$ cat config.mk
export PLATFORM = sky130hd
export DESIGN_NAME = f8_gpio_monitor_flat
export DESIGN_NICKNAME = d
export VERILOG_FILES = /design/src/rtl/f8_gpio_monitor_if.sv /design/src/rtl/f8_gpio_monitor.sv /design/src/flat_wrapper.sv
export SDC_FILE = /design/constraint.sdc
export NUM_CORES = 1
export LEC_CHECK = 0
export BUFFER_PORTS_ARGS = -buffer_cell sky130_fd_sc_hd__buf_2
export CAP_MARGIN = 20
export CORE_UTILIZATION = 35
export CTS_BUF_LIST = sky130_fd_sc_hd__clkbuf_16
export CTS_CLUSTER_SIZE = 16
export DETAILED_ROUTE_END_ITERATION = 12
export PLACE_DENSITY_LB_ADDON = 0.2
export SETUP_SLACK_MARGIN = 0.2
export SYNTH_ARGS = -nofsm -noshare
export SYNTH_HDL_FRONTEND = slang
export SYNTH_SLANG_ARGS = --single-unit
$ cat constraint.sdc
create_clock -name clk -period 2.6 [get_ports clk]
set_input_delay 0.52 -clock clk [delete_from_list [all_inputs] [get_ports clk]]
set_output_delay 0.52 -clock clk [all_outputs]
set_load 0.005 [all_outputs]
$ cat src/rtl/f8_gpio_monitor_if.sv
// f8_gpio_monitor_if: gpio pins, character stream and verdict signals between the f8 system, the monitor and its consumer
interface f8_gpio_monitor_if;
  logic [7:0] gpio0pins;
  logic [7:0] gpio1pins;
  logic       trap;
  logic       char_ready;
  logic [7:0] char_data;
  logic       char_valid;
  logic       done;
  logic       pass;
  logic [7:0] status_code;
  logic       overflow;
  logic       timeout;
  modport master (
    input  gpio0pins, gpio1pins, trap, char_ready,
    output char_data, char_valid, done, pass, status_code, overflow, timeout
  );
  modport slave (
    output gpio0pins, gpio1pins, trap, char_ready,
    input  char_data, char_valid, done, pass, status_code, overflow, timeout
  );
endinterface

$ cat src/rtl/f8_gpio_monitor.sv
// f8_gpio_monitor: decodes the f8 gpio console protocol into a character FIFO and a done/pass/code verdict.
// Optional idle timeout is compiled in with F8_GPIOMON_TIMEOUT_EN.
module f8_gpio_monitor #(
  parameter int FIFO_DEPTH     = 16,
  parameter int TIMEOUT_CYCLES = 1024
) (
  input logic clk,
  input logic power_on_reset,
  f8_gpio_monitor_if.master io
);
  localparam int PW = $clog2(FIFO_DEPTH);
  localparam logic [PW:0] FULL_CNT = (PW+1)'(FIFO_DEPTH);
  typedef enum logic {RUN, DONE} state_t;
  state_t state_q, state_d;
  logic [7:0] d_q, code_q, code_d;
  logic m_q, s_q, s_prev_q, t_q;
  logic done_q, done_d, pass_q, pass_d, ovf_q, ovf_d, tmo_q, tmo_d;
  logic [PW-1:0] wr_q, wr_d, rd_q, rd_d;
  logic [PW:0] cnt_q, cnt_d;
  logic [7:0] mem_q [FIFO_DEPTH];
  logic run, strobe, pop, push_req, push, full, expire;
  logic unused_pins;
  assign unused_pins = ^io.gpio1pins[7:2];
`ifdef F8_GPIOMON_TIMEOUT_EN
  localparam int TW = $clog2(TIMEOUT_CYCLES) + 1;
  localparam logic [TW-1:0] IDLE_MAX = TW'(TIMEOUT_CYCLES - 1);
  logic [TW-1:0] idle_q, idle_d;
  assign expire = run && !strobe && !t_q && idle_q == IDLE_MAX;
  assign idle_d = strobe ? '0 : run ? idle_q + 1'b1 : idle_q;
  always_ff @(posedge clk) begin
    if (power_on_reset) idle_q <= '0;
    else idle_q <= idle_d;
  end
`else
  localparam int unused_timeout_cycles = TIMEOUT_CYCLES;
  assign expire = 1'b0;
`endif
  always_comb begin
    run      = state_q == RUN;
    strobe   = run && s_q != s_prev_q;
    full     = cnt_q == FULL_CNT;
    pop      = cnt_q != '0 && io.char_ready;
    push_req = strobe && !t_q && !m_q;
    push     = push_req && (!full || pop);
    wr_d     = push ? wr_q + 1'b1 : wr_q;
    rd_d     = pop ? rd_q + 1'b1 : rd_q;
    cnt_d    = cnt_q + {{PW{1'b0}}, push} - {{PW{1'b0}}, pop};
    ovf_d    = ovf_q || (push_req && full && !pop);
    state_d  = state_q;
    done_d   = done_q;
    pass_d   = pass_q;
    code_d   = code_q;
    tmo_d    = tmo_q;
    if (run && t_q) begin
      state_d = DONE;
      done_d  = 1'b1;
      pass_d  = 1'b0;
      code_d  = 8'hFF;
    end else if (strobe && m_q) begin
      state_d = DONE;
      done_d  = 1'b1;
      pass_d  = d_q == 8'h00;
      code_d  = d_q;
    end else if (expire) begin
      state_d = DONE;
      done_d  = 1'b1;
      pass_d  = 1'b0;
      code_d  = 8'hFE;
      tmo_d   = 1'b1;
    end
  end
  always_ff @(posedge clk) begin
    if (power_on_reset) begin
      state_q  <= RUN;
      d_q      <= '0;
      m_q      <= 1'b0;
      s_q      <= 1'b0;
      s_prev_q <= 1'b0;
      t_q      <= 1'b0;
      wr_q     <= '0;
      rd_q     <= '0;
      cnt_q    <= '0;
      done_q   <= 1'b0;
      pass_q   <= 1'b0;
      code_q   <= '0;
      ovf_q    <= 1'b0;
      tmo_q    <= 1'b0;
    end else begin
      state_q  <= state_d;
      d_q      <= io.gpio0pins;
      m_q      <= io.gpio1pins[1];
      s_q      <= io.gpio1pins[0];
      s_prev_q <= s_q;
      t_q      <= io.trap;
      wr_q     <= wr_d;
      rd_q     <= rd_d;
      cnt_q    <= cnt_d;
      done_q   <= done_d;
      pass_q   <= pass_d;
      code_q   <= code_d;
      ovf_q    <= ovf_d;
      tmo_q    <= tmo_d;
    end
  end
  always_ff @(posedge clk) begin
    if (push) mem_q[wr_q] <= d_q;
  end
  assign io.char_valid  = cnt_q != '0;
  assign io.char_data   = io.char_valid ? mem_q[rd_q] : 8'h00;
  assign io.done        = done_q;
  assign io.pass        = pass_q;
  assign io.status_code = code_q;
  assign io.overflow    = ovf_q;
  assign io.timeout     = tmo_q;
endmodule

$ cat src/flat_wrapper.sv
// flat-port wrapper written by rule: the top's interface ports become plain ports
module f8_gpio_monitor_flat 
#(
  parameter int FIFO_DEPTH     = 16,
  parameter int TIMEOUT_CYCLES = 1024
)
  (clk, power_on_reset, io_gpio0pins, io_gpio1pins, io_trap, io_char_ready, io_char_data, io_char_valid, io_done, io_pass, io_status_code, io_overflow, io_timeout);
  f8_gpio_monitor_if io_i ();
  input logic clk;
  input logic power_on_reset;
  input wire logic [$bits(io_i.gpio0pins)-1:0] io_gpio0pins;
  input wire logic [$bits(io_i.gpio1pins)-1:0] io_gpio1pins;
  input wire logic [$bits(io_i.trap)-1:0] io_trap;
  input wire logic [$bits(io_i.char_ready)-1:0] io_char_ready;
  output wire logic [$bits(io_i.char_data)-1:0] io_char_data;
  output wire logic [$bits(io_i.char_valid)-1:0] io_char_valid;
  output wire logic [$bits(io_i.done)-1:0] io_done;
  output wire logic [$bits(io_i.pass)-1:0] io_pass;
  output wire logic [$bits(io_i.status_code)-1:0] io_status_code;
  output wire logic [$bits(io_i.overflow)-1:0] io_overflow;
  output wire logic [$bits(io_i.timeout)-1:0] io_timeout;
  assign io_i.gpio0pins = io_gpio0pins;
  assign io_i.gpio1pins = io_gpio1pins;
  assign io_i.trap = io_trap;
  assign io_i.char_ready = io_char_ready;
  assign io_char_data = io_i.char_data;
  assign io_char_valid = io_i.char_valid;
  assign io_done = io_i.done;
  assign io_pass = io_i.pass;
  assign io_status_code = io_i.status_code;
  assign io_overflow = io_i.overflow;
  assign io_timeout = io_i.timeout;
  f8_gpio_monitor #(.FIFO_DEPTH(FIFO_DEPTH), .TIMEOUT_CYCLES(TIMEOUT_CYCLES)) u_core (.clk(clk), .power_on_reset(power_on_reset), .io(io_i));
endmodule
# ---- Word-level counts from Yosys, hierarchy flattened
# Memories as Yosys holds them, arrays and structs flattened. A register that Yosys moved wholly into a read port is not among the register bits.
# Cells that the tools add are included.
# Widths: inputs -> output; s select.
dict set report classes {
  mux 9
  add_sub_neg 4
  n_reduce_logical 19
  n_eq_ne 2
  bitwise_logic 1
}
# op n
set op_table {}
lappend op_table {{$mux 8} 3}
lappend op_table {{$logic_and 1x1->1} 9}
lappend op_table {{$add 4x1->4 const B} 2}
lappend op_table {{$logic_not 8->1} 1}
lappend op_table {{$mux 4} 2}
lappend op_table {{$add 5x1->5} 1}
lappend op_table {{$eq 5x5->1 const B} 1}
lappend op_table {{$reduce_bool 5->1} 1}
lappend op_table {{$sub 5x1->5} 1}
lappend op_table {{$logic_not 1->1} 4}
lappend op_table {{$mux 1} 4}
lappend op_table {{$logic_or 1x1->1} 2}
lappend op_table {{$reduce_bool 2->1} 1}
lappend op_table {{$reduce_or 2->1} 1}
lappend op_table {{$ne 1x1->1} 1}
lappend op_table {{$not 1->1} 1}
dict set report totals {
  reg_bits 36
  in_bits 20
  ram_bits 128
  wordCells 48
  mem_count 1
  out_inout_bits 21
}
# memory depth width read_ports rd_ports_with_merged_regs wr line_no
set memory_table {}
lappend memory_table {u_core.mem_q 16 8 1 1 1 f8_gpio_monitor.sv:20} ;# logic [7:0] mem_q [FIFO_DEPTH];

# ---- Logic depth before layout (Yosys ltp)
# Gate-level depths: netlist (run 1).
dict set report depth {
  word_depth 7
  depth_mapped 13
  ltp_nobuf 12
}

# ---- Least setup slack after synthesis (run 1)
# Ideal clock, no wire load.
dict set report synth_path {
  path_kind {register to register}
  start {reg u_core.cnt_q[3]}
  end {reg u_core.cnt_q[4]}
  setup_slack_ns 0.210
  n_path_buf 2
  arrival_ns 2.259
  setup_time_ns 0.131
  period_less_slack_ns 2.390
  stages_incl_launch_ff 14
  required_time_ns 2.469
  cell_sequence {dfxtp_1 -> inv_1 -> ha_1 -> or3b_2 -> o211a_1 -> buf_2 -> buf_6 -> ha_1 -> inv_1 -> fa_1 -> nor2b_1 -> o21bai_1 -> nand3_1 -> nor3b_1}
}
dict set report synth_via {
  elab_chain_len 6
  elab_cells_between_ends 8
  classes_between {2 x add/sub; 1 x eq/ne; 5 x reduce/logical}
}
# element line_no
set synth_lines {}
lappend synth_lines {{from (decl)} f8_gpio_monitor.sv:19} ;# logic [PW:0] cnt_q, cnt_d;
lappend synth_lines {{from (signal assigned)} f8_gpio_monitor.sv:97} ;# cnt_q <= cnt_d;
lappend synth_lines {{$eq 5x5->1 / $reduce_bool 5->1 (equally long branches)} {f8_gpio_monitor.sv:41, f8_gpio_monitor.sv:42}}
lappend synth_lines {{$logic_not 1->1 / $logic_and 1x1->1 (equally long branches)} {f8_gpio_monitor.sv:44, f8_gpio_monitor.sv:42}}
lappend synth_lines {{$logic_or 1x1->1 (*)} f8_gpio_monitor.sv:44} ;# push = push_req && (!full || pop);
lappend synth_lines {{$logic_and 1x1->1 (*)} f8_gpio_monitor.sv:44}
lappend synth_lines {{named net u_core.push} f8_gpio_monitor.sv:21} ;# logic run, strobe, pop, push_req, push, full, expire;
lappend synth_lines {{$add 5x1->5 (*)} f8_gpio_monitor.sv:47} ;# cnt_d = cnt_q + {{PW{1'b0}}, push} - {{PW{1'b0}}, pop};
lappend synth_lines {{$sub 5x1->5 (*)} f8_gpio_monitor.sv:47}
# Mark *: on every way through the listed nets, which the timed path passes. The rest lies on a longest branch.
# A chain may end at the register's enable or synchronous reset.

==> run_results.csv, run 1 <==
group,metric,value,unit
run_status,status,"finished, violations left",
run_status,failed_checks,"setup timing",
worst_hold_path,hp-class,"in2reg",
place,placement.io_buffers,33,
setup_path,criticalPathCategory,"reg2out",
pwr,irDropWorstVdd,0.5409,mV
clock_tree,buffer_type_at_the_clock_tree_root,"clkbuf_16",
place,dpl_worst_slack,0.1352,ns
timing,grt_setup_unrepaired,"true",
yosys,synthCells,395,
timing,setup_ws,-0.1172,ns
clock_tree,clkSlewWorstSetupHoldPaths,0.06,ns
setup_path,category_of_the_worst_setup_path_launch_point,"flop",
timing,layout_min_cycle_time,2.717,ns
die,chipWidth,140.2,microns
final_layout,synthesis_to_layout_area_growth,16.78,%
yosys,synth_ff_type,"edfxtp_1",
detailed_routing,detail_route.wirelength,13.60,mm
place,post-dp-hpwl,8.291,mm
timing,final-hold-violation-count,0,
clock_tree,max-clock-path-buffers,2,
detailed_routing,drtIter0Drc,259,
detailed_routing,detail-route-antenna-nets,0,
yosys,yosysSeqAreaShare,0.6951,
setup_path,worst_ep_arrival_time,2.20,ns
place,place_congestion,0.7372,
yosys,count_of_unique_library_cells_instantiated_by_yosys,41,
timing,tightest_hold_margin,0.3124,ns
clock_tree,cts_hold_buf,0,
die,rows,50,
timing,final_max_slew_viol_count,0,
timing,finClkSkew,0.005134,ns
die,num_io_pins,41,
die,placeableCoreArea,18710,sq um
clock_tree,tritoncts_clock_tree,"yes",
detailed_routing,drt-wirelength-per-cell,19.79,microns
detailed_routing,vias,3442,
clock_tree,cts-buffers-inserted,17,
global_routing,grt-ovfl-total,0,
timing,worst_slew_pin_tran,0.8106,ns
yosys,yosysTopAreaCell,"edfxtp_1",
yosys,synthesis.area_per_instance,16.91,sq um
setup_path,critPathMaxFanout,7,
yosys,synth.top_cells.by_area,"edfxtp_1 58%, dfxtp_1 12%, mux4_2 6.4%",
global_routing,globalRouteTotalUtil,0.1485,
clock_tree,clock-sinks,168,
setup_path,critical_path.endpoint_type,"output pin",
die,die_area,19650,sq um
global_routing,grt_pass1_vias,3597,
yosys,synth-edff-count,128,
final_layout,final_cell_count_no_fill,687,
clock_tree,h-tree-depth,4,
final_layout,insertedDiodeCount,0,
timing,post-route-period-util,1.045,
global_routing,grt_pass1_wl,20.91,mm
timing,setup-violations-final,8,
pwr,cellLeakagePower,0.002711,uW
yosys,netlist_area,6681,sq um
pwr,power_density,885.5,nW/um^2
detailed_routing,drcViolationCount,0,
setup_path,critPathRequiredTime,2.08,ns
pwr,report.power.total,6909,uW
final_layout,final_core_util,0.4171,
yosys,yosysTopAreaCellShare,0.5753,
flow_run,max_cap_viol_count,0,
final_layout,final_stage_net_count,471,
clock_tree,insertion_delay,0.42,ns
timing,timing.fmax,368.0,MHz
yosys,synth-warning-count,0,
place,placedCellCount,650,
yosys,synth.ff_latch_count,168,
global_routing,grt_antenna_before_repair,0,
global_routing,grt_max_degree,30,
detailed_routing,dr.pass1.iters,4,
die,floorplan.initialDensity,0.3572,
die,die_outline_height,140.2,microns
timing,slew_headroom,0.4585,
final_layout,final_layout_size_suffix_gt1_frac,0.3024,
yosys,synthArstFlopShare,0,
yosys,syn_nets,426,
detailed_routing,vias_per_cell,5.010,
-- power by group --
part	switching, uW	internal (uW)	total, uW
combinational	667	763	1430
sequential	116	2980	3100
clock	986	1400	2380
total	1770	5140	6910
-- metal layers --
metal	up-vias	routed length (microns)	global-route usage
met5	-	0	0
met4	0	116	0.04511
met3	12	423	0.03590
met2	57	6491	0.2311
met1	1765	6568	0.2060
li1	1608	-	-
-- timing repair --
action                     CTS  global route
buffers inserted             1             2
setup endpoints to repair   10             9
cloned                       2             0
pin swaps                    2             5
gates resized for setup     25            26
-- area by class of cell --
class                   count  area (sq um)
well taps                 234         292.8
flip-flops and latches    168          4651
multi-input cells         196          1916
clock buffers              17         425.4
inverters                   9         33.78
fillers                  1672         10900
clock inverters            15         137.6
repair buffers             48         346.6
-- cell usage in the layout (no fill, tap or decap), drive strengths merged, types with 2 or more instances in the layout --
| master | Yosys | routed |
|---|---|---|
| edfxtp | 128 | 128 |
| buf | 17 | 48 |
| dfxtp | 40 | 40 |
| mux4 | 32 | 32 |
| nor2b | 19 | 19 |
| nand2 | 19 | 19 |
| clkbuf | 5 | 17 |
| nor2 | 16 | 16 |
| and3 | 15 | 15 |
| a21oi | 14 | 14 |
| inv | 9 | 13 |
| ha | 10 | 10 |
| mux2i | 9 | 9 |
| a31oi | 9 | 9 |
| mux2 | 9 | 9 |
| o21ai | 9 | 9 |
| xor2 | 6 | 6 |
| nand3 | 6 | 6 |
| clkinv | 0 | 6 |
| nand2b | 3 | 3 |
| nor3 | 3 | 3 |
| clkinvlp | 0 | 3 |
| xnor2 | 2 | 2 |
| nor4 | 2 | 2 |
| bufinv | 0 | 2 |
-- state kept, by name (all words and copies together) (netlist names), named ones only --
name                   cells
u_core.m_q                 1
u_core.io.overflow         1
u_core.cnt_q               5
u_core.mem_q             128
u_core.state_q             1
u_core.d_q                 8
u_core.io.pass             1
u_core.s_q                 1
u_core.rd_q                4
u_core.t_q                 1
u_core.s_prev_q            1
u_core.io.status_code      8
u_core.wr_q                4
-- per-stage QoR --
step / instance area (sq um) / setup TNS (ns)
finish: 7802 / -0.8185
global route: 7802 / -1.570
CTS: 7731 / -1.276
detailed placement: 7097 / 0
global placement: 7097 / 0
floorplan: 6681 / 0
-- cell usage after synthesis (3+ instances only) --
master,number
nor2b_1,19
mux4_2,19
a21oi_1,14
mux2_2,9
nor2_1,16
inv_1,9
mux2i_1,9
nand2b_1,3
clkbuf_1,5
buf_2,8
o21ai_0,4
ha_1,10
buf_1,3
a31oi_1,9
dfxtp_1,40
buf_6,4
xor2_1,6
nand3_1,6
edfxtp_1,128
and3_1,15
mux4_1,13
nand2_1,19
o21ai_1,5
nor3_1,3
-- worst paths after layout --
path	start	to	slack, ns	cells after the start
hold reg to reg	u_core.io.pass	u_core.io.pass	0.47	2
setup / recovery	flop	io_char_data[3]	-0.12	6
setup reg to reg	u_core.cnt_q[3]	u_core.cnt_q[4]	0.34	13
hold / removal	io_gpio1pins[1]	u_core.m_q	0.31	2
-- worst max-delay path, stage by stage (launching register included) --
cell,delay (ns)
dfxtp_4,0.43
buf_12,0.16
mux4_2,0.53
mux2_4,0.30
o21ai_2,0.13
a21oi_1,0.05
buf_2,0.16
-- cells by family after synthesis --
group                    share of synthesized area
flip-flops                                  0.6951
AND/OR/NAND/NOR                            0.07116
multiplexers                                0.1438
AO/OA/AOI/OAI                              0.03071
buffers and inverters                      0.02640
adder cells (fa/ha/maj)                    0.02172
XOR/XNOR                                   0.01049
other                                    0.0005613
Power figures use the tool's default switching activity.
==> run 2, diff against run 1 <==
- SETUP_SLACK_MARGIN: 0.2 -> 0.4
==> run 2 against run 1 <==
Compared with the run above:
- critical path depth is 1 higher
- total power is 2.4% higher
- non-clock buffer count is 8 higher
- the run still ends with setup timing left
- sequential cell count stayed put
- clock-buffer cell count is 4 higher
- worst setup slack better by 0.021 ns
- final cell count is 1.2% higher
- register-to-register slack worse by 0.07 ns
==> run_results.csv, run 2 (synthesis results as in run 1) <==
group,metric,value,unit
run_status,status,"finished, violations left",
run_status,failed_checks,"setup timing",
detailed_routing,drtIter0Drc,305,
timing,timing.setup.tns,-0.6380,ns
final_layout,filler_cell_count,1646,
worst_hold_path,hp-class,"in2reg",
setup_path,criticalPathCategory,"reg2out",
clock_tree,buffer_type_at_the_clock_tree_root,"clkbuf_16",
place,placedCellCount,654,
timing,final_max_slew_viol_count,0,
timing,grt_setup_unrepaired,"true",
detailed_routing,vias_per_cell,4.999,
place,post-dp-hpwl,8.176,mm
global_routing,grt_max_degree,27,
final_layout,final_cell_count_no_fill,695,
clock_tree,h-tree-depth,4,
flow_run,max_cap_viol_count,0,
place,dpl_worst_slack,0.1994,ns
final_layout,multi_input_comb_area,1954,sq um
pwr,cellLeakagePower,0.002811,uW
timing,post-route-period-util,1.037,
die,chipWidth,140.2,microns
global_routing,globalRouteTotalUtil,0.1465,
place,place_congestion,0.7592,
timing,worst_slew_pin_tran,0.7514,ns
final_layout,most_frequent_cells_in_the_layout,"128 x edfxtp_1, 37 x dfxtp_1, 32 x buf_2, 29 x mux4_2, 21 x clkbuf_16",
setup_path,critical_path.endpoint_type,"output pin",
detailed_routing,drcViolationCount,0,
timing,finClkSkew,0.01035,ns
die,num_io_pins,41,
final_layout,max_ffs_per_register,128,
timing,slew_headroom,0.4984,
die,die_area,19650,sq um
clock_tree,insertion_delay,0.42,ns
setup_path,crit_path_cell_trace,"buf_12, buf_16, mux4_2, mux2_4, o21ai_2, a21oi_2, buf_2",
timing,final-hold-violation-count,0,
clock_tree,max-clock-path-buffers,2,
setup_path,critPathRequiredTime,2.08,ns
clock_tree,clkSlewWorstSetupHoldPaths,0.06,ns
detailed_routing,vias,3474,
clock_tree,cts_hold_buf,0,
die,placeableCoreArea,18710,sq um
detailed_routing,drt-wirelength-per-cell,19.21,microns
timing,setup-violations-final,8,
die,die_outline_height,140.2,microns
die,floorplan.initialDensity,0.3572,
final_layout,insertedDiodeCount,0,
timing,timing.fmax,370.9,MHz
final_layout,final-seq-area,4651,sq um
setup_path,category_of_the_worst_setup_path_launch_point,"flop",
die,rows,50,
final_layout,synthesis_to_layout_area_growth,19.42,%
detailed_routing,dr.pass1.iters,4,
global_routing,grt_antenna_before_repair,0,
setup_path,critical_path.slowest_cell,"mux4_2",
final_layout,regMostFlops,"u_core.mem_q",
timing,setup_ws,-0.09610,ns
clock_tree,cts-buffers-inserted,17,
detailed_routing,detail-route-antenna-nets,0,
setup_path,timing.critical_path.buf_inv,3,
setup_path,worst_ep_arrival_time,2.18,ns
pwr,irDropWorstVdd,0.5233,mV
global_routing,grt-ovfl-total,0,
global_routing,grt_pass1_vias,3586,
final_layout,leading_cell_type_in_the_layout_fill_and_taps_excluded,"edfxtp_1",
clock_tree,tritoncts_clock_tree,"yes",
clock_tree,clock-sinks,168,
detailed_routing,detail_route.wirelength,13.35,mm
final_layout,final_stage_net_count,479,
setup_path,critical_path.max_stage_delay,0.52,ns
place,placement.io_buffers,33,
global_routing,grt_pass1_wl,20.77,mm
setup_path,critPathMaxFanout,6,
setup_path,family_with_the_most_delay_on_the_worst_path,"multiplexers",
final_layout,final_layout_size_suffix_gt1_frac,0.3297,
pwr,report.power.total,7074,uW
pwr,power_density,886.5,nW/um^2
timing,layout_min_cycle_time,2.696,ns
run 2: through the flow:
stage | utilization | hold slack [ns] | area [sq um]
global route | 0.4266 | 0.3055 | 7979
floorplan | - | 0.4486 | 6725
CTS | 0.4250 | 0.2866 | 7949
finish | 0.4266 | 0.3039 | 7979
detailed placement | 0.3836 | 0.4617 | 7176
global placement | 0.3836 | 0.4560 | 7176
run 2: where the power goes:
group | internal, uW | total, uW | switching [uW]
Combinational | 857 | 1540 | 686
Sequential | 2980 | 3090 | 106
Clock | 1440 | 2450 | 1010
Total | 5280 | 7070 | 1800
run 2: final timing paths:
kind,from,endpoint,slack [ns],cells past startpoint
setup / recovery,flop,io_char_data[3],-0.1,7
hold / removal,io_gpio0pins[4],u_core.d_q[4],0.30,2
setup reg to reg,u_core.cnt_q[3],u_core.cnt_q[4],0.27,13
hold reg to reg,u_core.io.pass,u_core.io.pass,0.47,2
run 2: area by class of cell:
| class | count | area share |
|---|---|---|
| timing repair buffer | 56 | 0.05739 |
| clock buffer | 21 | 0.06586 |
| sequential | 168 | 0.5829 |
| clock inverter | 11 | 0.007997 |
| inverter | 9 | 0.004234 |
| tap | 234 | 0.03669 |
| multi-input combinational | 196 | 0.2449 |
run 2: per-layer routing:
metal,wire length [microns],global-route usage,vias to the layer above
li1,-,-,1626
met1,5955,0.1882,1761
met2,6735,0.2439,73
met3,492,0.03214,14
met4,164,0.05379,0
met5,0,0,-
run 2: what timing repair did:
| item | CTS | global route |
|---|---|---|
| pin swaps | 2 | 4 |
| buffers inserted | 6 | 2 |
| gates cloned | 1 | 0 |
| setup endpoints to repair | 18 | 29 |
| gates resized for setup | 42 | 8 |
==> run 3, diff against run 2 <==
- SKIP_LAST_GASP: not set -> 1
==> run 3 against run 2 <==
Compared with the run above:
- the run still ends with setup timing left
- global-route usage shrank 0.13 points
- sequential share of layout area is essentially flat
- final cell count is the same
- worst setup slack lost 0.0040 ns
- non-clock buffer count is the same
- utilization is essentially flat
- maximum frequency shrank 0.15%
- sequential power is essentially flat
- clock skew shrank 0.0013 ns
- clock-buffer cell count is the same
- hold slack is essentially flat
- cell area is essentially flat
- critical path type unchanged
- critical endpoint is now io_char_data[2]
==> run_results.csv, run 3 (synthesis results as in run 1) <==
group,metric,value,unit
timing,slew_headroom,0.4893,
global_routing,grt_pass1_wl,20.56,mm
global_routing,grt_pass1_vias,3570,
clock_tree,cts_hold_buf,0,
setup_path,category_of_the_worst_setup_path_launch_point,"flop",
clock_tree,max-clock-path-buffers,2,
final_layout,final_layout_size_suffix_gt1_frac,0.3297,
pwr,power_density,885.2,nW/um^2
final_layout,max_ffs_per_register,128,
clock_tree,buffer_type_at_the_clock_tree_root,"clkbuf_16",
die,die_area,19650,sq um
timing,grt_setup_unrepaired,"true",
clock_tree,h-tree-depth,4,
final_layout,most_frequent_cells_in_the_layout,"128 x edfxtp_1, 37 x dfxtp_1, 33 x buf_2, 29 x mux4_2, 21 x clkbuf_16",
timing,final-hold-violation-count,0,
setup_path,critPathRequiredTime,2.08,ns
setup_path,critPathMaxFanout,6,
setup_path,setup.reg_to_reg.worst_slack,0.29,ns
setup_path,critical_path.slowest_cell,"mux4_2",
timing,worst_slew_pin_tran,0.7651,ns
flow_run,max_cap_viol_count,0,
timing,setup-violations-final,8,
run_status,status,"finished, violations left",
setup_path,worst_ep_arrival_time,2.18,ns
timing,finClkSkew,0.009093,ns
run_status,failed_checks,"setup timing",
timing,tightest_hold_margin,0.3036,ns
clock_tree,tritoncts_clock_tree,"yes",
detailed_routing,drt-wirelength-per-cell,19.22,microns
place,dpl_worst_slack,0.1994,ns
final_layout,insertedDiodeCount,0,
place,placedCellCount,654,
final_layout,synthesis_to_layout_area_growth,19.33,%
detailed_routing,detail_route.wirelength,13.36,mm
final_layout,final_cell_count_no_fill,695,
setup_path,crit_path_cell_trace,"buf_12, buf_16, mux4_2, mux2_4, o21ai_1, a21oi_1, buf_2",
place,place_congestion,0.7592,
setup_path,criticalPathCategory,"reg2out",
final_layout,filler_cell_count,1650,
clock_tree,clkSlewWorstSetupHoldPaths,0.06,ns
timing,setup_ws,-0.1001,ns
clock_tree,cts-buffers-inserted,17,
die,chipWidth,140.2,microns
detailed_routing,vias_per_cell,4.968,
final_layout,regMostFlops,"u_core.mem_q",
timing,layout_min_cycle_time,2.700,ns
detailed_routing,dr.pass1.iters,4,
detailed_routing,drtIter0Drc,298,
clock_tree,insertion_delay,0.42,ns
setup_path,critical_path.endpoint_type,"output pin",
timing,timing.setup.tns,-0.6884,ns
setup_path,critical_path.max_stage_delay,0.50,ns
global_routing,grt-ovfl-total,0,
clock_tree,clock-sinks,168,
die,placeableCoreArea,18710,sq um
die,floorplan.initialDensity,0.3572,
detailed_routing,vias,3453,
die,rows,50,
global_routing,grt_antenna_before_repair,0,
pwr,cellLeakagePower,0.002809,uW
timing,timing.fmax,370.4,MHz
worst_hold_path,min_from,"io_gpio0pins[4]",
worst_hold_path,hp-class,"in2reg",
detailed_routing,detail-route-antenna-nets,0,
place,placement.io_buffers,33,
global_routing,grt_max_degree,27,
timing,final_max_slew_viol_count,0,
global_routing,globalRouteTotalUtil,0.1453,
setup_path,worst-r2r-cell-count,13,
final_layout,final_stage_net_count,479,
worst_hold_path,min_to,"u_core.d_q[4]",
detailed_routing,drcViolationCount,0,
final_layout,final_core_util,0.4262,
final_layout,leading_cell_type_in_the_layout_fill_and_taps_excluded,"edfxtp_1",
timing,post-route-period-util,1.038,
worst_hold_path,hold_depth,2,
place,post-dp-hpwl,8.176,mm
die,num_io_pins,41,
pwr,irDropWorstVdd,0.5238,mV
die,die_outline_height,140.2,microns
setup_path,rr_endpoint,"u_core.cnt_q[4]",
setup_path,worstReg2RegStart,"u_core.cnt_q[3]",
==> run 3: power breakdown <==
part	switching, uW	internal [uW]	leakage [uW]
registers	105	2980	0.00150
logic	680	843	0.00100
clock network	1010	1440	0.000306
==> run 3: how the worst max path moves through the flow <==
stage / from / endpoint / slack [ns] / cells after the start
global route: flop / io_char_data[4] / -0.18 / 7
floorplan: u_core.cnt_q[3] / u_core.cnt_q[4] / 0.33 / 13
detailed placement: flop / io_char_data[3] / 0.20 / 7
global placement: flop / io_char_data[7] / 0.18 / 6
finish: flop / io_char_data[2] / -0.10 / 7
CTS: flop / io_char_data[4] / -0.12 / 7
==> run 3: cell type report <==
class                   count  area, sq um  share of cell area
multi-input cells         196         1954              0.2451
inverters                   9        33.78            0.004237
flip-flops and latches    168         4651              0.5833
clock buffers              21        525.5             0.06591
repair buffers             56        451.7             0.05665
well taps                 234        292.8             0.03672
clock inverters            11        63.81            0.008004
==> run 3: layer usage <==
layer | track usage | up-vias | part of all wire
li1 | - | 1624 | -
met1 | 0.1861 | 1756 | 0.45
met2 | 0.2418 | 61 | 0.50
met3 | 0.03214 | 12 | 0.036
met4 | 0.05379 | 0 | 0.013
met5 | 0 | - | 0
==> run 3: worst max-delay path, delay by kind of cell (launching register included) <==
family                 cells  cell delay [ns]
flip-flops                 1             0.37
buffers and inverters      3             0.41
multiplexers               2             0.79
AO/OA/AOI/OAI              2             0.19
==> run 3: repair_timing <==
action / in CTS / in global routing
endpoints found under the setup margin: 18 / 29
pin swaps: 2 / 3
resized for setup: 37 / 12
cloned: 1 / 0
setup buffers: 6 / 2
==> run 3: through the flow <==
stage / power, uW / area [sq um]
after global placement: 4360 / 7176
after detailed placement: 4386 / 7176
after CTS: 7059 / 7926
final: 7058 / 7973
after floorplan: 4027 / 6725
after global routing: 7384 / 7973
